**config.mk**
```make
export PLATFORM = sky130hd
export DESIGN_NAME = stack_calc_core_flat
export DESIGN_NICKNAME = d
export VERILOG_FILES = /design/src/rtl/stack_calc_pkg.sv /design/src/rtl/stack_calc_core_if.sv /design/src/rtl/stack_regfile.sv /design/src/rtl/stack_calc_core.sv /design/src/flat_wrapper.sv
export SDC_FILE = /design/constraint.sdc
export NUM_CORES = 1
export LEC_CHECK = 0
export CORE_MARGIN = 2
export CORE_UTILIZATION = 40
export CTS_BUF_LIST = sky130_fd_sc_hd__clkbuf_8
export CTS_CLUSTER_SIZE = 30
export DETAILED_ROUTE_END_ITERATION = 7
export HOLD_SLACK_MARGIN = 0.02
export PLACE_DENSITY_LB_ADDON = 0.15
export RECOVER_POWER = 25
export SLEW_MARGIN = 25
export SYNTH_ARGS = -nofsm -noshare
export SYNTH_HDL_FRONTEND = slang
export SYNTH_SLANG_ARGS = --single-unit
```
**constraint.sdc**
```tcl
create_clock -name clk -period 9.3 [get_ports clk]
set_input_delay 1.86 -clock clk [delete_from_list [all_inputs] [get_ports clk]]
set_output_delay 1.86 -clock clk [all_outputs]
set_load 0.01 [all_outputs]
```
**src/rtl/stack_calc_pkg.sv**
```systemverilog
// Shared constants, state/command enums and the operand-depth helper for the stack calculator.
package stack_calc_pkg;

    localparam logic [3:0] OP_NOOP  = 4'h0;
    localparam logic [3:0] OP_PUSH  = 4'h1;
    localparam logic [3:0] OP_POP   = 4'h2;
    localparam logic [3:0] OP_OUT   = 4'h3;
    localparam logic [3:0] OP_DUP   = 4'h4;
    localparam logic [3:0] OP_SWAP  = 4'h5;
    localparam logic [3:0] OP_OVER  = 4'h6;
    localparam logic [3:0] OP_UNARY = 4'h7;
    localparam logic [3:0] OP_BINA  = 4'h8;
    localparam logic [3:0] OP_MULT  = 4'h9;
    localparam logic [3:0] OP_IDIV  = 4'hA;
    localparam logic [3:0] OP_CLFL  = 4'hB;
    localparam logic [3:0] OP_CLRS  = 4'hC;

    localparam logic [3:0] UN_NOT  = 4'h0;
    localparam logic [3:0] UN_NEG  = 4'h1;
    localparam logic [3:0] UN_INC  = 4'h2;
    localparam logic [3:0] UN_DEC  = 4'h3;
    localparam logic [3:0] UN_SHR  = 4'h4;
    localparam logic [3:0] UN_SHL  = 4'h5;
    localparam logic [3:0] UN_ROR  = 4'h6;
    localparam logic [3:0] UN_ROL  = 4'h7;
    localparam logic [3:0] UN_BREV = 4'h8;

    localparam logic [3:0] BI_ADD  = 4'h0;
    localparam logic [3:0] BI_AND  = 4'h1;
    localparam logic [3:0] BI_OR   = 4'h2;
    localparam logic [3:0] BI_XOR  = 4'h3;
    localparam logic [3:0] BI_ADDC = 4'h4;
    localparam logic [3:0] BI_SUB  = 4'h5;

    localparam int FLAG_UNDER = 3;
    localparam int FLAG_OVER  = 2;
    localparam int FLAG_ERR   = 1;
    localparam int FLAG_CARRY = 0;

    typedef enum logic [1:0] {
        ST_IDLE  = 2'd0,
        ST_EXEC  = 2'd1,
        ST_EXEC2 = 2'd2
    } state_t;

    typedef enum logic [2:0] {
        CMD_NONE = 3'd0,
        CMD_PUSH = 3'd1,
        CMD_POP  = 3'd2,
        CMD_REP1 = 3'd3,
        CMD_REP2 = 3'd4,
        CMD_SWAP = 3'd5,
        CMD_CLR  = 3'd6
    } stk_cmd_t;

    // Without the mul/div unit, opcodes 9/A consume nothing from the stack.
    function automatic logic [1:0] min_depth(input logic [3:0] op, input logic muldiv);
        logic [1:0] n;
        case (op)
            OP_POP, OP_OUT, OP_DUP, OP_UNARY: n = 2'd1;
            OP_SWAP, OP_OVER, OP_BINA:        n = 2'd2;
            OP_MULT, OP_IDIV:                 n = muldiv ? 2'd2 : 2'd0;
            default:                          n = 2'd0;
        endcase
        return n;
    endfunction

endpackage

```
**src/rtl/stack_calc_core_if.sv**
```systemverilog
// Instruction valid/ready port of the stack calculator.
interface stack_calc_core_if #(parameter int WORD_W = 4);
    logic              instr_valid;
    logic              instr_ready;
    logic [3:0]        instr_op;
    logic [3:0]        instr_arg;
    logic [WORD_W-1:0] instr_data;

    modport master (output instr_valid, output instr_op, output instr_arg,
                    output instr_data, input instr_ready);
    modport slave  (input instr_valid, input instr_op, input instr_arg,
                    input instr_data, output instr_ready);
endinterface

```
**src/rtl/stack_regfile.sv**
```systemverilog
// Shift-register stack storage; entry 0 is the top and vacated slots always refill with zero,
// so entries beyond the current depth read as 0.
module stack_regfile
    import stack_calc_pkg::*;
#(
    parameter int WORD_W = 4,
    parameter int DEPTH  = 8
) (
    input  logic                         clk,
    input  logic                         rst,
    input  stk_cmd_t                     i_cmd,
    input  logic [WORD_W-1:0]            i_wdata,
    output logic [WORD_W-1:0]            o_s0,
    output logic [WORD_W-1:0]            o_s1,
    output logic [$clog2(DEPTH+1)-1:0]   o_depth
);
    localparam int DW = $clog2(DEPTH+1);

    logic [WORD_W-1:0] r_stk [DEPTH];
    logic [DW-1:0]     r_depth;

    // Apply one stack command per cycle; the core guarantees depth legality.
    always_ff @(posedge clk or negedge rst) begin
        if (!rst) begin
            for (int i = 0; i < DEPTH; i++) r_stk[i] <= '0;
            r_depth <= '0;
        end else begin
            case (i_cmd)
                CMD_PUSH: begin
                    r_stk[0] <= i_wdata;
                    for (int i = 1; i < DEPTH; i++) r_stk[i] <= r_stk[i-1];
                    r_depth <= r_depth + DW'(1);
                end
                CMD_POP: begin
                    for (int i = 0; i < DEPTH-1; i++) r_stk[i] <= r_stk[i+1];
                    r_stk[DEPTH-1] <= '0;
                    r_depth <= r_depth - DW'(1);
                end
                CMD_REP1: r_stk[0] <= i_wdata;
                CMD_REP2: begin
                    r_stk[0] <= i_wdata;
                    for (int i = 1; i < DEPTH-1; i++) r_stk[i] <= r_stk[i+1];
                    r_stk[DEPTH-1] <= '0;
                    r_depth <= r_depth - DW'(1);
                end
                CMD_SWAP: begin
                    r_stk[0] <= r_stk[1];
                    r_stk[1] <= r_stk[0];
                end
                CMD_CLR: begin
                    for (int i = 0; i < DEPTH; i++) r_stk[i] <= '0;
                    r_depth <= '0;
                end
                default: r_depth <= r_depth;
            endcase
        end
    end

    assign o_s0    = r_stk[0];
    assign o_s1    = r_stk[1];
    assign o_depth = r_depth;
endmodule

```
**src/rtl/stack_calc_core.sv**
```systemverilog
// Parametrised stack calculator core: IDLE/EXEC/EXEC2 sequencer around stack_regfile.
// Define STACK_CALC_MULDIV_EN to build the MULT/IDIV unit; otherwise opcodes 9/A only raise error.
module stack_calc_core
    import stack_calc_pkg::*;
#(
    parameter int WORD_W = 4,
    parameter int DEPTH  = 8
) (
    input  logic                         clk,
    input  logic                         rst,
    stack_calc_core_if.slave             instr,
    output logic [WORD_W-1:0]            top,
    output logic [WORD_W-1:0]            second,
    output logic [$clog2(DEPTH+1)-1:0]   depth,
    output logic [WORD_W-1:0]            out_reg,
    output logic [3:0]                   flags
);
    localparam int DW = $clog2(DEPTH+1);
`ifdef STACK_CALC_MULDIV_EN
    localparam logic MULDIV = 1'b1;
`else
    localparam logic MULDIV = 1'b0;
`endif

    state_t            r_state, w_nstate;
    logic [3:0]        r_op, r_arg;
    logic [WORD_W-1:0] r_data, r_hi, r_out, w_hi, w_out, w_wdata;
    logic [3:0]        r_flags, w_flags;
    logic              r_pend, w_pend, w_under, w_over, w_grow;
    logic [WORD_W:0]   w_sum;
    stk_cmd_t          w_cmd;

    stack_regfile #(.WORD_W(WORD_W), .DEPTH(DEPTH)) u_regfile (
        .clk     (clk),
        .rst     (rst),
        .i_cmd   (w_cmd),
        .i_wdata (w_wdata),
        .o_s0    (top),
        .o_s1    (second),
        .o_depth (depth)
    );

`ifdef STACK_CALC_MULDIV_EN
    logic [2*WORD_W-1:0] w_prod;
    logic [WORD_W-1:0]   w_quot, w_rem;
    assign w_prod = {{WORD_W{1'b0}}, second} * {{WORD_W{1'b0}}, top};
    assign w_quot = (top == '0) ? '0 : second / top;
    assign w_rem  = (top == '0) ? '0 : second % top;
`endif

    function automatic logic [WORD_W-1:0] unary_f(input logic [WORD_W-1:0] a, input logic [3:0] sel);
        logic [WORD_W-1:0] r;
        r = '0;
        case (sel)
            UN_NOT:  r = ~a;
            UN_NEG:  r = ~a + WORD_W'(1);
            UN_INC:  r = a + WORD_W'(1);
            UN_DEC:  r = a - WORD_W'(1);
            UN_SHR:  r = {1'b0, a[WORD_W-1:1]};
            UN_SHL:  r = {a[WORD_W-2:0], 1'b0};
            UN_ROR:  r = {a[0], a[WORD_W-1:1]};
            UN_ROL:  r = {a[WORD_W-2:0], a[WORD_W-1]};
            UN_BREV: for (int i = 0; i < WORD_W; i++) r[i] = a[WORD_W-1-i];
            default: r = '0;
        endcase
        return r;
    endfunction

    assign w_under = (depth < DW'(min_depth(r_op, MULDIV)));
    assign w_grow  = (r_op == OP_PUSH) || (r_op == OP_DUP) || (r_op == OP_OVER);
    assign w_over  = w_grow && (depth == DW'(DEPTH));
    assign instr.instr_ready = (r_state == ST_IDLE);
    assign out_reg = r_out;
    assign flags   = r_flags;

    // Next state, stack command and flag/output-latch updates for the latched instruction.
    always_comb begin
        w_nstate = r_state;
        w_cmd    = CMD_NONE;
        w_wdata  = '0;
        w_hi     = r_hi;
        w_pend   = 1'b0;
        w_out    = r_out;
        w_flags  = r_flags;
        w_sum    = '0;
        case (r_state)
            ST_IDLE: begin
                if (instr.instr_valid) w_nstate = ST_EXEC;
                else                   w_nstate = ST_IDLE;
            end
            ST_EXEC: begin
                if (MULDIV && (r_op == OP_MULT || r_op == OP_IDIV)) w_nstate = ST_EXEC2;
                else                                                w_nstate = ST_IDLE;
                if (w_under) begin
                    w_flags[FLAG_UNDER] = 1'b1;
                end else if (w_over) begin
                    w_flags[FLAG_OVER] = 1'b1;
                end else begin
                    case (r_op)
                        OP_PUSH:  begin w_cmd = CMD_PUSH; w_wdata = r_data; end
                        OP_POP:   w_cmd = CMD_POP;
                        OP_OUT:   w_out = top;
                        OP_DUP:   begin w_cmd = CMD_PUSH; w_wdata = top; end
                        OP_SWAP:  w_cmd = CMD_SWAP;
                        OP_OVER:  begin w_cmd = CMD_PUSH; w_wdata = second; end
                        OP_UNARY: begin w_cmd = CMD_REP1; w_wdata = unary_f(top, r_arg); end
                        OP_BINA: begin
                            w_cmd = CMD_REP2;
                            case (r_arg)
                                BI_ADD:  w_sum = {1'b0, second} + {1'b0, top};
                                BI_ADDC: w_sum = {1'b0, second} + {1'b0, top}
                                               + {{WORD_W{1'b0}}, r_flags[FLAG_CARRY]};
                                BI_SUB:  w_sum = {1'b0, second} - {1'b0, top};
                                BI_AND:  w_sum = {1'b0, second & top};
                                BI_OR:   w_sum = {1'b0, second | top};
                                BI_XOR:  w_sum = {1'b0, second ^ top};
                                default: w_sum = '0;
                            endcase
                            w_wdata = w_sum[WORD_W-1:0];
                            // Bit WORD_W is carry-out for add and borrow for sub.
                            if (r_arg == BI_ADD || r_arg == BI_ADDC || r_arg == BI_SUB)
                                w_flags[FLAG_CARRY] = w_sum[WORD_W];
                            else
                                w_flags[FLAG_CARRY] = r_flags[FLAG_CARRY];
                        end
`ifdef STACK_CALC_MULDIV_EN
                        OP_MULT: begin
                            w_cmd   = CMD_REP2;
                            w_wdata = w_prod[WORD_W-1:0];
                            w_hi    = w_prod[2*WORD_W-1:WORD_W];
                            w_pend  = 1'b1;
                        end
                        OP_IDIV: begin
                            w_cmd   = CMD_REP2;
                            w_wdata = w_quot;
                            w_hi    = w_rem;
                            w_pend  = 1'b1;
                            if (top == '0) w_flags[FLAG_ERR] = 1'b1;
                            else           w_flags[FLAG_ERR] = r_flags[FLAG_ERR];
                        end
`else
                        OP_MULT, OP_IDIV: w_flags[FLAG_ERR] = 1'b1;
`endif
                        OP_CLFL:  w_flags = 4'b0000;
                        OP_CLRS:  w_cmd = CMD_CLR;
                        default:  w_cmd = CMD_NONE;
                    endcase
                end
            end
            ST_EXEC2: begin
                w_nstate = ST_IDLE;
                if (r_pend) begin
                    w_cmd   = CMD_PUSH;
                    w_wdata = r_hi;
                end else begin
                    w_cmd = CMD_NONE;
                end
            end
            default: w_nstate = ST_IDLE;
        endcase
    end

    // Sequencer state, instruction latch, pending high half, output latch and sticky flags.
    always_ff @(posedge clk or negedge rst) begin
        if (!rst) begin
            r_state <= ST_IDLE;
            r_op    <= OP_NOOP;
            r_arg   <= 4'h0;
            r_data  <= '0;
            r_hi    <= '0;
            r_pend  <= 1'b0;
            r_out   <= '0;
            r_flags <= 4'b0000;
        end else begin
            r_state <= w_nstate;
            r_hi    <= w_hi;
            r_pend  <= w_pend;
            r_out   <= w_out;
            r_flags <= w_flags;
            if (r_state == ST_IDLE && instr.instr_valid) begin
                r_op   <= instr.instr_op;
                r_arg  <= instr.instr_arg;
                r_data <= instr.instr_data;
            end else begin
                r_op   <= r_op;
                r_arg  <= r_arg;
                r_data <= r_data;
            end
        end
    end
endmodule

```
**src/flat_wrapper.sv**
```systemverilog
// flat-port wrapper written by rule: the top's interface ports become plain ports
module stack_calc_core_flat import stack_calc_pkg::*;
#(
    parameter int WORD_W = 4,
    parameter int DEPTH  = 8
)
  (clk, rst, top, second, depth, out_reg, flags, instr_instr_valid, instr_instr_op, instr_instr_arg, instr_instr_data, instr_instr_ready);
  stack_calc_core_if #(.WORD_W(WORD_W)) instr_i ();
  input  logic clk;
  input  logic rst;
  output logic [WORD_W-1:0] top;
  output logic [WORD_W-1:0] second;
  output logic [$clog2(DEPTH+1)-1:0] depth;
  output logic [WORD_W-1:0] out_reg;
  output logic [3:0] flags;
  input wire logic [$bits(instr_i.instr_valid)-1:0] instr_instr_valid;
  input wire logic [$bits(instr_i.instr_op)-1:0] instr_instr_op;
  input wire logic [$bits(instr_i.instr_arg)-1:0] instr_instr_arg;
  input wire logic [$bits(instr_i.instr_data)-1:0] instr_instr_data;
  output wire logic [$bits(instr_i.instr_ready)-1:0] instr_instr_ready;
  assign instr_i.instr_valid = instr_instr_valid;
  assign instr_i.instr_op = instr_instr_op;
  assign instr_i.instr_arg = instr_instr_arg;
  assign instr_i.instr_data = instr_instr_data;
  assign instr_instr_ready = instr_i.instr_ready;
  stack_calc_core #(.WORD_W(WORD_W), .DEPTH(DEPTH)) u_core (.clk(clk), .rst(rst), .instr(instr_i), .top(top), .second(second), .depth(depth), .out_reg(out_reg), .flags(flags));
endmodule
```
Word-level counts from Yosys, hierarchy flattened
Memories as Yosys holds them, arrays and structs flattened. Index checks and enable logic that the tools add are counted. Widths: inputs -> output; s select.

Flip-flop bits (word level): 57. Bits in latches: 0. RAM bits: 0. ROM bits: 32. Input bits: 15. Output and inout bits: 21. Word-level logic and storage cells: 115. Memories kept: 1.

Memory list: (name not given) (words 16, width 2, read ports 1, clocked after memory_dff 0, wr ports 0, RTL line stack_calc_pkg.sv:59) `case (op)`.

Add/sub/neg operators: 8. Multiply operators: 0. Div/mod/pow operators: 0. $lt $le $gt $ge: 1. Equal/unequal tests: 31. Shift-type cells: 0. Muxes and demuxes: 23. Bitwise gates (word level): 6. Reduce and logical (&&, ||, !) cells: 27.

Operators with widths (count): $pmux 24 s3 (1); $pmux 4 s3 (3); $pmux 4 s9 (1); $eq 4x3->1 const B (8); $pmux 5 s6 (1); $eq 4x4->1 const B (7); $pmux 4 s5 (1); $pmux 3 s6 (1); $eq 4x2->1 const B (4); $add 4x1->4 const B (3); $mux 4 (3); $eq 3x3->1 const B (3); $mux 3 (3); $reduce_bool 3->1 (3); $eq 4x1->1 const B (2); $reduce_and 4->1 (2); $reduce_bool 2->1 (4); $reduce_or 2->1 (4); $sub 4x1->4 const B (2); $eq 3x2->1 const B (2); $mux 1 (6); $reduce_and 3->1 (2); $reduce_or 3->1 (2); $add 4x4->5 (1); 20 further kinds (27).

Longest topological paths before layout
Gate-level depths: netlist of run 1.

Depth after elaboration: 11. Depth in mapped cells: 18. Mapped depth without buffers: 14.

Cells and area by module
A second synthesis of run 1 with hierarchy kept.

Cell total of the unflattened synthesis: 625. Area total of the unflattened synthesis: 5016.1 sq um.

Modules (own cells, without submodules): stack_regfile (times used 1, cells an instance 335, area each 2640.0 sq um, seq. area each 900.9 sq um); stack_calc_core (times used 1, cells an instance 290, area each 2376.0 sq um, seq. area each 525.5 sq um).

Worst setup path before layout of run 1
No wires, ideal clock.

Path type: register to register. From: register u_core.r_op[2]. To: register u_core.u_regfile.r_depth[3] (netlist: u_core.u_regfile.o_depth[3]). Library setup time: 0.087 ns. Arrival: 3.820 ns. Required time: 9.213 ns. Slack: 5.393 ns. Cell stages (with the launch flop): 18. Buffers on the path: 6. Period minus slack after synthesis: 3.907 ns. Path through: dfrtp_1 buf_2 buf_2 clkbuf_1 nor2b_1 a21oi_1 ha_1 a2111o_1 buf_6 and2_1 buf_2 buf_2 ha_1 a21o_1 a21o_1 and3_1 or4_1 o211ai_1.

Longest elaborated chain between the ends: 10. Elaborated cells between the ends (all ways): 25. Classes of those cells: 1 x order compare; 12 x eq/ne; 5 x mux; 6 x reduce/logical; 1 x memory.

RTL lines: start, declared (RTL line stack_calc_core.sv:26) `logic [3:0] r_op, r_arg;`; start signal, assigned (RTL line stack_calc_core.sv:181) `r_op <= instr.instr_op;`; start signal, assigned (RTL line stack_calc_core.sv:185) `r_op <= r_op;`; parallel branches: the longest is 5 deep, another holds $lt 4x2->1; $mux 3 * (RTL line stack_calc_core.sv:94) `if (w_under) begin`; $mux 3 *; $eq 3x3->1 or $eq 3x2->1 (tied branches) (RTL line stack_regfile.sv:28) `case (i_cmd)`; $reduce_or 2->1 (no line); $pmux 4 s3 or $reduce_bool 3->1 (tied branches); end signal, assigned (RTL line stack_regfile.sv:32) `r_depth <= r_depth + DW'(1);`; end signal, assigned (RTL line stack_regfile.sv:37) `r_depth <= r_depth - DW'(1);`; end signal, assigned (RTL line stack_regfile.sv:44) `r_depth <= r_depth - DW'(1);`; end, declared (RTL line stack_regfile.sv:20) `logic [DW-1:0] r_depth;`.

Mark *: on every way between the ends. A chain may end at the register's enable or synchronous reset.

==> flow_summary.yaml, run 1 <==
yosys:
  yosys_warnings: 0
  synth_enable_flop_cells: 0
  synth_top_area_cell: "dfrtp_1"
  ys_ff_latch: 57
  synth.avg_cell_area_um2: 8.96
  async_flop_share_pct: 100
  synthCells: 459
  ys_types: 67
  synth_top_area_share_pct: 34.7
  ys_seq_area_share_pct: 34.7
  mappedNetlistArea_um2: 4110
  syn-num-nets: 500
  yosys-top-cells-area: "dfrtp_1, ha_1, nand2_1"
  ys.flop_type: "dfrtp_1"
die:
  die_w_um: 105
  num_rows: 37
  die_h_um: 105
  die-area_um2: 11100
  io_pins: 36
  core_area_um2: 10100
  start_util_pct: 40.6
global_route:
  grt-ovfl-total: 0
  grt_max_degree: 58
  grt_use_total_pct: 19.2
  antenna_found_initial: 0
  grt_pass1_vias: 3348
  grt_pass1_wl_um: 17000
min_path:
  hold_path_end: "u_core.flags[1]"
  holdCritPathClass: "flop to flop"
  min_path_cells: 1
  min_from: "u_core.flags[1]"
pwr:
  leakagePower_nw: 1.89
  ir_drop_mv: 0.107
  p_per_area_nw_per_um2: 255
timing:
  skew_ps: 11.6
  drv_slew: 58
  tns_ps: 0
  post-route-min-period_ps: 4340
  rsz0062_at_grt: "no"
  slew_headroom_pct: -103
  finalHoldViolCount: 0
  finalSetupViolCount: 0
  worst_pin_slew_ps: 3040
  fin_ws_ps: 4960
  min_period_over_period_pct: 46.7
  fmax_ghz: 0.230
final_layout:
  multiInputGateArea_um2: 2400
  syn_to_final_growth_pct: 12.6
  nets: 509
  largest-register: "u_core.u_regfile.r_stk"
  diodes: 0
  final-seq-area_um2: 1430
  drive_above_1_share_pct: 10.1
  largest_reg_flops: 24
  fill_cells: 1005
  final_core_util_pct: 45.7
clock_tree:
  cts_inserted_buffers: 9
  cts_buffer_depth: 2
  postCtsSetupBuffers: 0
  cts_resized: 0
  cts.sinks: 57
  cts.clk_slew.worst_paths_ps: 70
  htree_levels: 3
  cts_root_buf: "clkbuf_8"
  cts_tree: "yes"
  hold_buffers: 0
  insertion_delay_ps: 340
critical_path:
  cp_max_fo: 57
  crit_family: "buffers and inverters"
  cp.required_ps: 9070
  endpoint_kind: "async pin"
  path_class: "input port to async pin"
  slowest_stage: "clkbuf_1"
  reg2reg_to: "u_core.u_regfile.o_depth[3]"
  path_buf_inv: 2
  reg2reg_depth: 14
  reg2reg_from: "u_core.r_op[1]"
  arrival_ps: 4110
  reg2reg_slack_ps: 5020
  cp-start-kind: "input port"
  path_cells: "buf_2 > clkbuf_1"
  slowest_delay_ps: 2140
run_status:
  violations: "max-capacitance violations, max-slew violations"
  status: "complete, but fails checks"
drt:
  drc: 0
  vias_per_cell: 5.66
  dr.first_iter.drc_count: 236
  drtAntennaViolNets: 0
  finalWirelength_um: 10100
  wire_per_inst_um: 16.6
  dr.pass1.iters: 4
  num_vias: 3449
placed_design:
  dp.final_hpwl_um: 7010
  gp_routability_congestion: 0.881
  post-place-ws_ps: 5040
  io_buffers: 35
flow_run:
  maxCapViolations: 1
## worst reg2reg max path, cell delays in order, from the launching register on
cell and delay [ps]:
dfrtp_1 410, inv_1 110, ha_1 390, nand2_1 150, nor2_1 160, a21oi_1 60, ha_1 310, a2111o_1 320
and2_1 810, ha_1 380, a21o_1 170, a21o_1 180, and3_1 180, or4_1 390, o211ai_1 160
## where the power goes
part | total [mW] | internal (mW) | switching (mW)
Clock | 0.213 | 0.104 | 0.109
Sequential | 0.446 | 0.329 | 0.117
Combinational | 0.522 | 0.257 | 0.265
## worst max-delay path by stage
stage                    from                     endpoint  depth (start not counted)
6_report                  rst              u_core.r_arg[0]                          2
5_1_grt                   rst              u_core.r_arg[0]                          2
4_1_cts        u_core.r_op[1]  u_core.u_regfile.o_depth[3]                         14
3_5_place_dp   u_core.r_op[1]  u_core.u_regfile.o_depth[3]                         14
3_3_place_gp   u_core.r_op[2]  u_core.u_regfile.o_depth[3]                         11
2_1_floorplan  u_core.r_op[2]  u_core.u_regfile.o_depth[3]                         17
## layout by cell type (no fill, tap or decap), drive strengths merged, types with 6 or more instances in the layout
cell and count:
a211oi 10, a21oi 24, a221oi 6, a22oi 18
a31oi 10, clkbuf 11, clkdlybuf4s50 34, dfrtp 57
ha 23, inv 24, mux2 15, nand2 48
nand3 17, nor2 18, nor2b 8, nor3 9
o211ai 6, o21ai 33, o31ai 6, xnor2 7
## layout make-up
cell class                 instances  share of cell area (%)
tap                              136                    3.67
multi-input combinational        338                    51.8
clock buffer                      10                    2.97
clock inverter                     6                   0.918
timing repair buffer              39                    8.02
inverter                          23                    1.86
sequential                        57                    30.8
## synthesized netlist by cell type (3+ instances only)
cell	n
xnor2_1	7
buf_1	3
a22oi_1	18
clkbuf_1	14
o31ai_1	6
nand2b_1	5
or4_1	3
nand2_1	48
o21a_1	4
xor2_1	4
a211oi_1	10
a31oi_1	10
a21o_1	3
a21oi_1	24
inv_1	23
mux2_2	15
ha_1	23
dfrtp_1	57
nor4_1	3
nand3b_1	4
nor2b_1	8
mux2i_1	5
a221oi_1	6
o21ai_0	32
nor2_1	18
buf_2	15
o211ai_1	6
buf_4	8
and3_1	4
fa_1	3
and2_1	3
nand3_1	17
nor3_1	9
## cell families (layout without fill, tap and decap cells)
logic type      Yosys count  in the layout  share of synthesized area (%)
compound gates          142            142                           23.5
xor+xnor                 12             12                           2.89
fa+ha+maj                26             26                           8.46
buf+inv                  64             78                           7.21
flops                    57             57                           34.7
mux                      21             21                           5.87
simple gates            137            137                           17.4
## through the flow
| stage | hold slack, ps | std cells | power [mW] | instance area (um2) |
|---|---|---|---|---|
| 6_report | 500 | 609 | 1.18 | 4630 |
| 5_1_grt | 534 | 609 | 1.29 | 4630 |
| 4_1_cts | 511 | 609 | 1.19 | 4630 |
| 3_5_place_dp | 483 | 593 | 0.971 | 4450 |
| 2_1_floorplan | 472 | 459 | 0.802 | 4110 |
| 3_3_place_gp | 484 | 593 | 0.963 | 4450 |
## per-layer routing
metal,GRT usage (%),part of all wire [%],wire (um),vias to the layer above
met5,0,0,0,-
met4,6.19,2.1,213,0
met3,4.39,4.5,450,20
met2,29.2,45,4540,88
met1,27.0,49,4910,1637
li1,-,-,-,1704
No activity file was read; power rests on OpenSTA's default activity.
==> run 2, diff against run 1 <==
clock period = 4.47 ns   (was 9.3 ns; I/O delays follow)
==> run 2 against run 1 <==
The run still ends with max-capacitance violations, max-slew violations left. Total power rose by 110%. Clock-buffer cell count is 1 higher. Hold slack improved by 8.6 ps. Sequential share of layout area fell by 0.39 points. First-iteration DRC count up 4.2%. Setup slack worse by 4300 ps. Register-to-register slack got worse by 4300 ps. Final cell count is 0.99% higher. Design area rose by 1.3%. Via count increased by 2.8%. Clock power rose by 140%. Critical path depth up 12. Largest power group unchanged. Highest routed layer unchanged.
==> flow_summary.yaml, run 2 (synthesis gave the netlist of run 1 again) <==
critical_path:
  cp_max_fo: 11
  arrival_ps: 4030
  cp-start-kind: "flop"
  path_class: "flop to flop"
  cp.required_ps: 4730
  endpoint_kind: "flop"
timing:
  drv_slew: 60
  skew_ps: 8.54
  min_period_over_period_pct: 84.2
  slew_headroom_pct: -10.4
  tns_ps: 0
  rsz0062_at_grt: "no"
  post-route-min-period_ps: 3760
  finalSetupViolCount: 0
  worst_pin_slew_ps: 1660
  fmax_ghz: 0.266
  finalHoldViolCount: 0
clock_tree:
  postCtsSetupBuffers: 0
  cts_tree: "yes"
  cts_resized: 0
  cts_buffer_depth: 2
  htree_levels: 3
  cts_inserted_buffers: 9
  cts.sinks: 57
  cts.clk_slew.worst_paths_ps: 70
  hold_buffers: 0
  cts_root_buf: "clkbuf_8"
  insertion_delay_ps: 340
pwr:
  p_per_area_nw_per_um2: 540
  leakagePower_nw: 1.93
  ir_drop_mv: 0.235
drt:
  dr.pass1.iters: 5
  num_vias: 3546
  drc: 0
  dr.first_iter.drc_count: 246
  vias_per_cell: 5.77
  drtAntennaViolNets: 0
  finalWirelength_um: 10600
  wire_per_inst_um: 17.3
global_route:
  antenna_found_initial: 0
  grt_pass1_wl_um: 17600
  grt_pass1_vias: 3352
  grt-ovfl-total: 0
  grt_use_total_pct: 19.8
  grt_max_degree: 42
final_layout:
  nets: 515
  largest-register: "u_core.u_regfile.r_stk"
  finalNonFillerCells: 615
  diodes: 0
  largest_reg_flops: 24
  final_common_cell: "dfrtp_1"
  layout_common_cells: "dfrtp_1, nand2_1, clkdlybuf4s50_1"
  syn_to_final_growth_pct: 14.1
  drive_above_1_share_pct: 10.2
run_status:
  violations: "max-capacitance violations, max-slew violations"
  status: "complete, but fails checks"
min_path:
  holdCritPathClass: "flop to flop"
die:
  core_area_um2: 10100
  die_h_um: 105
  die-area_um2: 11100
  num_rows: 37
  start_util_pct: 40.6
  io_pins: 36
  die_w_um: 105
placed_design:
  place_inst: 599
  io_buffers: 35
  gp_routability_congestion: 0.919
  dp.final_hpwl_um: 7370
flow_run:
  maxCapViolations: 2
==> run 2: changes by cell type in the layout (fill, tap and decap cells not counted), sizes merged <==
cell      delta
clkbuf       +3
clkinvlp     -1
clkinv       -1
bufinv       +1
buf          +4
==> run 2: power by group <==
| part | total (mW) | internal [mW] | switching [mW] |
|---|---|---|---|
| Clock | 0.507 | 0.286 | 0.221 |
| Sequential | 0.908 | 0.686 | 0.223 |
| Combinational | 1.12 | 0.538 | 0.580 |
| Total | 2.53 | 1.51 | 1.02 |
==> run 2: through the flow <==
stage	power [mW]	utilization, %	area (um2)	hold slack [ps]	worst slack [ps]
2_1_floorplan	1.67	-	4110	472	563
3_3_place_gp	2.01	44.3	4490	485	888
6_report	2.53	46.3	4690	509	705
5_1_grt	2.73	46.3	4690	529	412
3_5_place_dp	2.03	44.3	4490	479	752
4_1_cts	2.55	46.4	4700	508	727
==> run 2: critical path, stage by stage (launching register included) <==
cell	delay (ps)
dfrtp_1	410
inv_1	120
ha_1	390
nand2_1	150
nor2_1	140
a21oi_1	60
ha_1	300
a2111o_1	510
and2_1	240
ha_1	290
a21o_1	180
a21o_1	180
and3_1	180
or4_1	390
o211ai_1	160
==> run 2: layout make-up <==
type	count	area, um2
flip-flops and latches	57	1430
clock inverters	5	55.1
repair buffers	45	412
multi-input cells	338	2390
clock buffers	11	151
inverters	23	86.3
fillers	974	5450
well taps	136	170
==> run 2: final timing paths <==
path,start,to,slack (ps),depth (start not counted)
setup / recovery,u_core.r_op[1],u_core.u_regfile.o_depth[3],710,14
hold / removal,u_core.flags[1],u_core.flags[1],510,1
setup reg to reg,u_core.r_op[1],u_core.u_regfile.o_depth[3],710,14
hold reg to reg,u_core.flags[1],u_core.flags[1],510,1
max in group asynchronous,rst,u_core.r_data[3],1330,2
min in group asynchronous,rst,u_core.u_regfile.r_stk[8],920,1
==> run 2: routing by layer <==
| layer | vias to the layer above | wire length, um | track usage, % |
|---|---|---|---|
| met1 | 1705 | 4940 | 28.3 |
| met4 | 0 | 112 | 5.43 |
| met3 | 10 | 646 | 3.34 |
| met5 | - | 0 | 0 |
| li1 | 1709 | - | - |
| met2 | 122 | 4920 | 30.9 |
==> run 3, diff against run 2 <==
clock period = 3.73 ns   (was 4.47 ns; I/O delays follow)
==> run 3 against run 2 <==
The run still ends with max-capacitance violations, max-slew violations left. Core utilization increased by 0.39 points. Hold slack got worse by 1.2 ps. Largest power group unchanged. Die area unchanged. Sequential share of layout area decreased by 0.26 points. First-iteration DRC count increased by 7.7%. Clock-buffer cell count decreased by 1. Setup slack got worse by 350 ps.
==> flow_summary.yaml, run 3 (synthesis gave the netlist of run 1 again) <==
clock_tree:
  cts_inserted_buffers: 9
  cts_buffer_depth: 2
  htree_levels: 3
  insertion_delay_ps: 340
  cts_root_buf: "clkbuf_8"
  cts_resized: 0
  cts_tree: "yes"
  postCtsSetupBuffers: 0
  cts.sinks: 57
  cts.clk_slew.worst_paths_ps: 70
  hold_buffers: 0
placed_design:
  post-place-ws_ps: 392
  dp.final_hpwl_um: 7300
  gp_routability_congestion: 0.919
  io_buffers: 35
drt:
  wire_per_inst_um: 17.1
  drtAntennaViolNets: 0
  drc: 0
  num_vias: 3584
  dr.first_iter.drc_count: 265
  dr.pass1.iters: 7
  vias_per_cell: 5.78
  finalWirelength_um: 10600
final_layout:
  final_common_cell: "dfrtp_1"
  nets: 521
  largest-register: "u_core.u_regfile.r_stk"
  layout_common_cells: "dfrtp_1, nand2_1, clkdlybuf4s50_1"
  largest_reg_flops: 24
  drive_above_1_share_pct: 11.8
  diodes: 0
  syn_to_final_growth_pct: 15.0
run_status:
  violations: "max-capacitance violations, max-slew violations"
  status: "complete, but fails checks"
timing:
  fin_ws_ps: 355
  finalSetupViolCount: 0
  tns_ps: 0
  post-route-min-period_ps: 3380
  worst_pin_slew_ps: 2510
  skew_ps: 9.29
  fmax_ghz: 0.296
  min_period_over_period_pct: 90.5
  drv_slew: 45
  rsz0062_at_grt: "no"
  slew_headroom_pct: -67.3
  finalHoldViolCount: 0
pwr:
  ir_drop_mv: 0.299
  p_per_area_nw_per_um2: 644
  clkPwrFrac_pct: 19.3
  intPower_mw: 1.80
  leakagePower_nw: 1.96
  seqPwrFrac_pct: 35.1
  p_sw_share_pct: 40.8
  switching_power_mw: 1.24
  p_comb_share_pct: 45.6
global_route:
  antenna_found_initial: 0
  grt_pass1_vias: 3445
  grt_max_degree: 45
  grt-ovfl-total: 0
  grt_use_total_pct: 20.2
  grt_pass1_wl_um: 18000
critical_path:
  cp-start-kind: "flop"
  path_class: "flop to flop"
  endpoint_kind: "flop"
  arrival_ps: 3630
  cp.required_ps: 3990
  cp_max_fo: 4
die:
  io_pins: 36
  die_w_um: 105
  die_h_um: 105
  core_area_um2: 10100
  die-area_um2: 11100
  start_util_pct: 40.6
  num_rows: 37
min_path:
  holdCritPathClass: "flop to flop"
flow_run:
  maxCapViolations: 1
[run 3: stage by stage]
stage	util, %	hold slack (ps)	power (mW)	area, um2	std cells
floorplan	-	450	2.01	4130	459
global placement	44.8	495	2.44	4540	605
detailed placement	44.8	495	2.46	4540	605
CTS	46.7	513	3.06	4730	620
global route	46.7	524	3.29	4730	620
finish	46.7	508	3.05	4730	620
[run 3: path summary, 6_finish.rpt]
| check | start | endpoint | slack (ps) | depth (start not counted) |
|---|---|---|---|---|
| worst max-delay path | u_core.r_op[0] | u_core.u_regfile.o_depth[3] | 350 | 14 |
| worst min-delay path | u_core.out_reg[0] | u_core.out_reg[0] | 510 | 1 |
| worst max register to register | u_core.r_op[0] | u_core.u_regfile.o_depth[3] | 350 | 14 |
| worst min register to register | u_core.out_reg[0] | u_core.out_reg[0] | 510 | 1 |
| max in group asynchronous | rst | u_core.u_regfile.r_stk[19] | 1130 | 1 |
| min in group asynchronous | rst | u_core.u_regfile.r_stk[18] | 1180 | 1 |
[run 3: cell type report]
| type | count | area [um2] |
|---|---|---|
| Sequential cell | 57 | 1430 |
| Inverter | 23 | 86.3 |
| Fill cell | 946 | 5410 |
| Clock inverter | 5 | 56.3 |
| Multi-Input combinational cell | 338 | 2390 |
| Timing Repair Buffer | 51 | 464 |
| Clock buffer | 10 | 138 |
| Tap cell | 136 | 170 |
[run 3: layer usage]
layer | up-vias | GRT usage [%] | wire length, um
met3 | 26 | 3.53 | 608
met5 | - | 0 | 0
met4 | 0 | 7.24 | 228
met1 | 1722 | 29.6 | 5090
met2 | 117 | 29.8 | 4690
li1 | 1719 | - | -
[run 3: critical path, cell delays in order (launching register included)]
cell	delay, ps
dfrtp_1	410
inv_1	110
ha_1	170
nand2_1	90
nor2_1	160
a21oi_1	60
ha_1	330
a2111o_1	380
and2_1	180
ha_1	280
a21o_1	170
a21o_1	180
and3_1	180
or4_1	410
o211ai_1	180
[run 3: power groups by stage]
stage / logic, mW / registers (mW) / clock network (mW)
CTS: 1.39 / 1.07 / 0.603
detailed placement: 1.38 / 1.08 / 0
global route: 1.55 / 1.11 / 0.633
floorplan: 0.990 / 1.02 / 0
finish: 1.39 / 1.07 / 0.587
global placement: 1.36 / 1.08 / 0
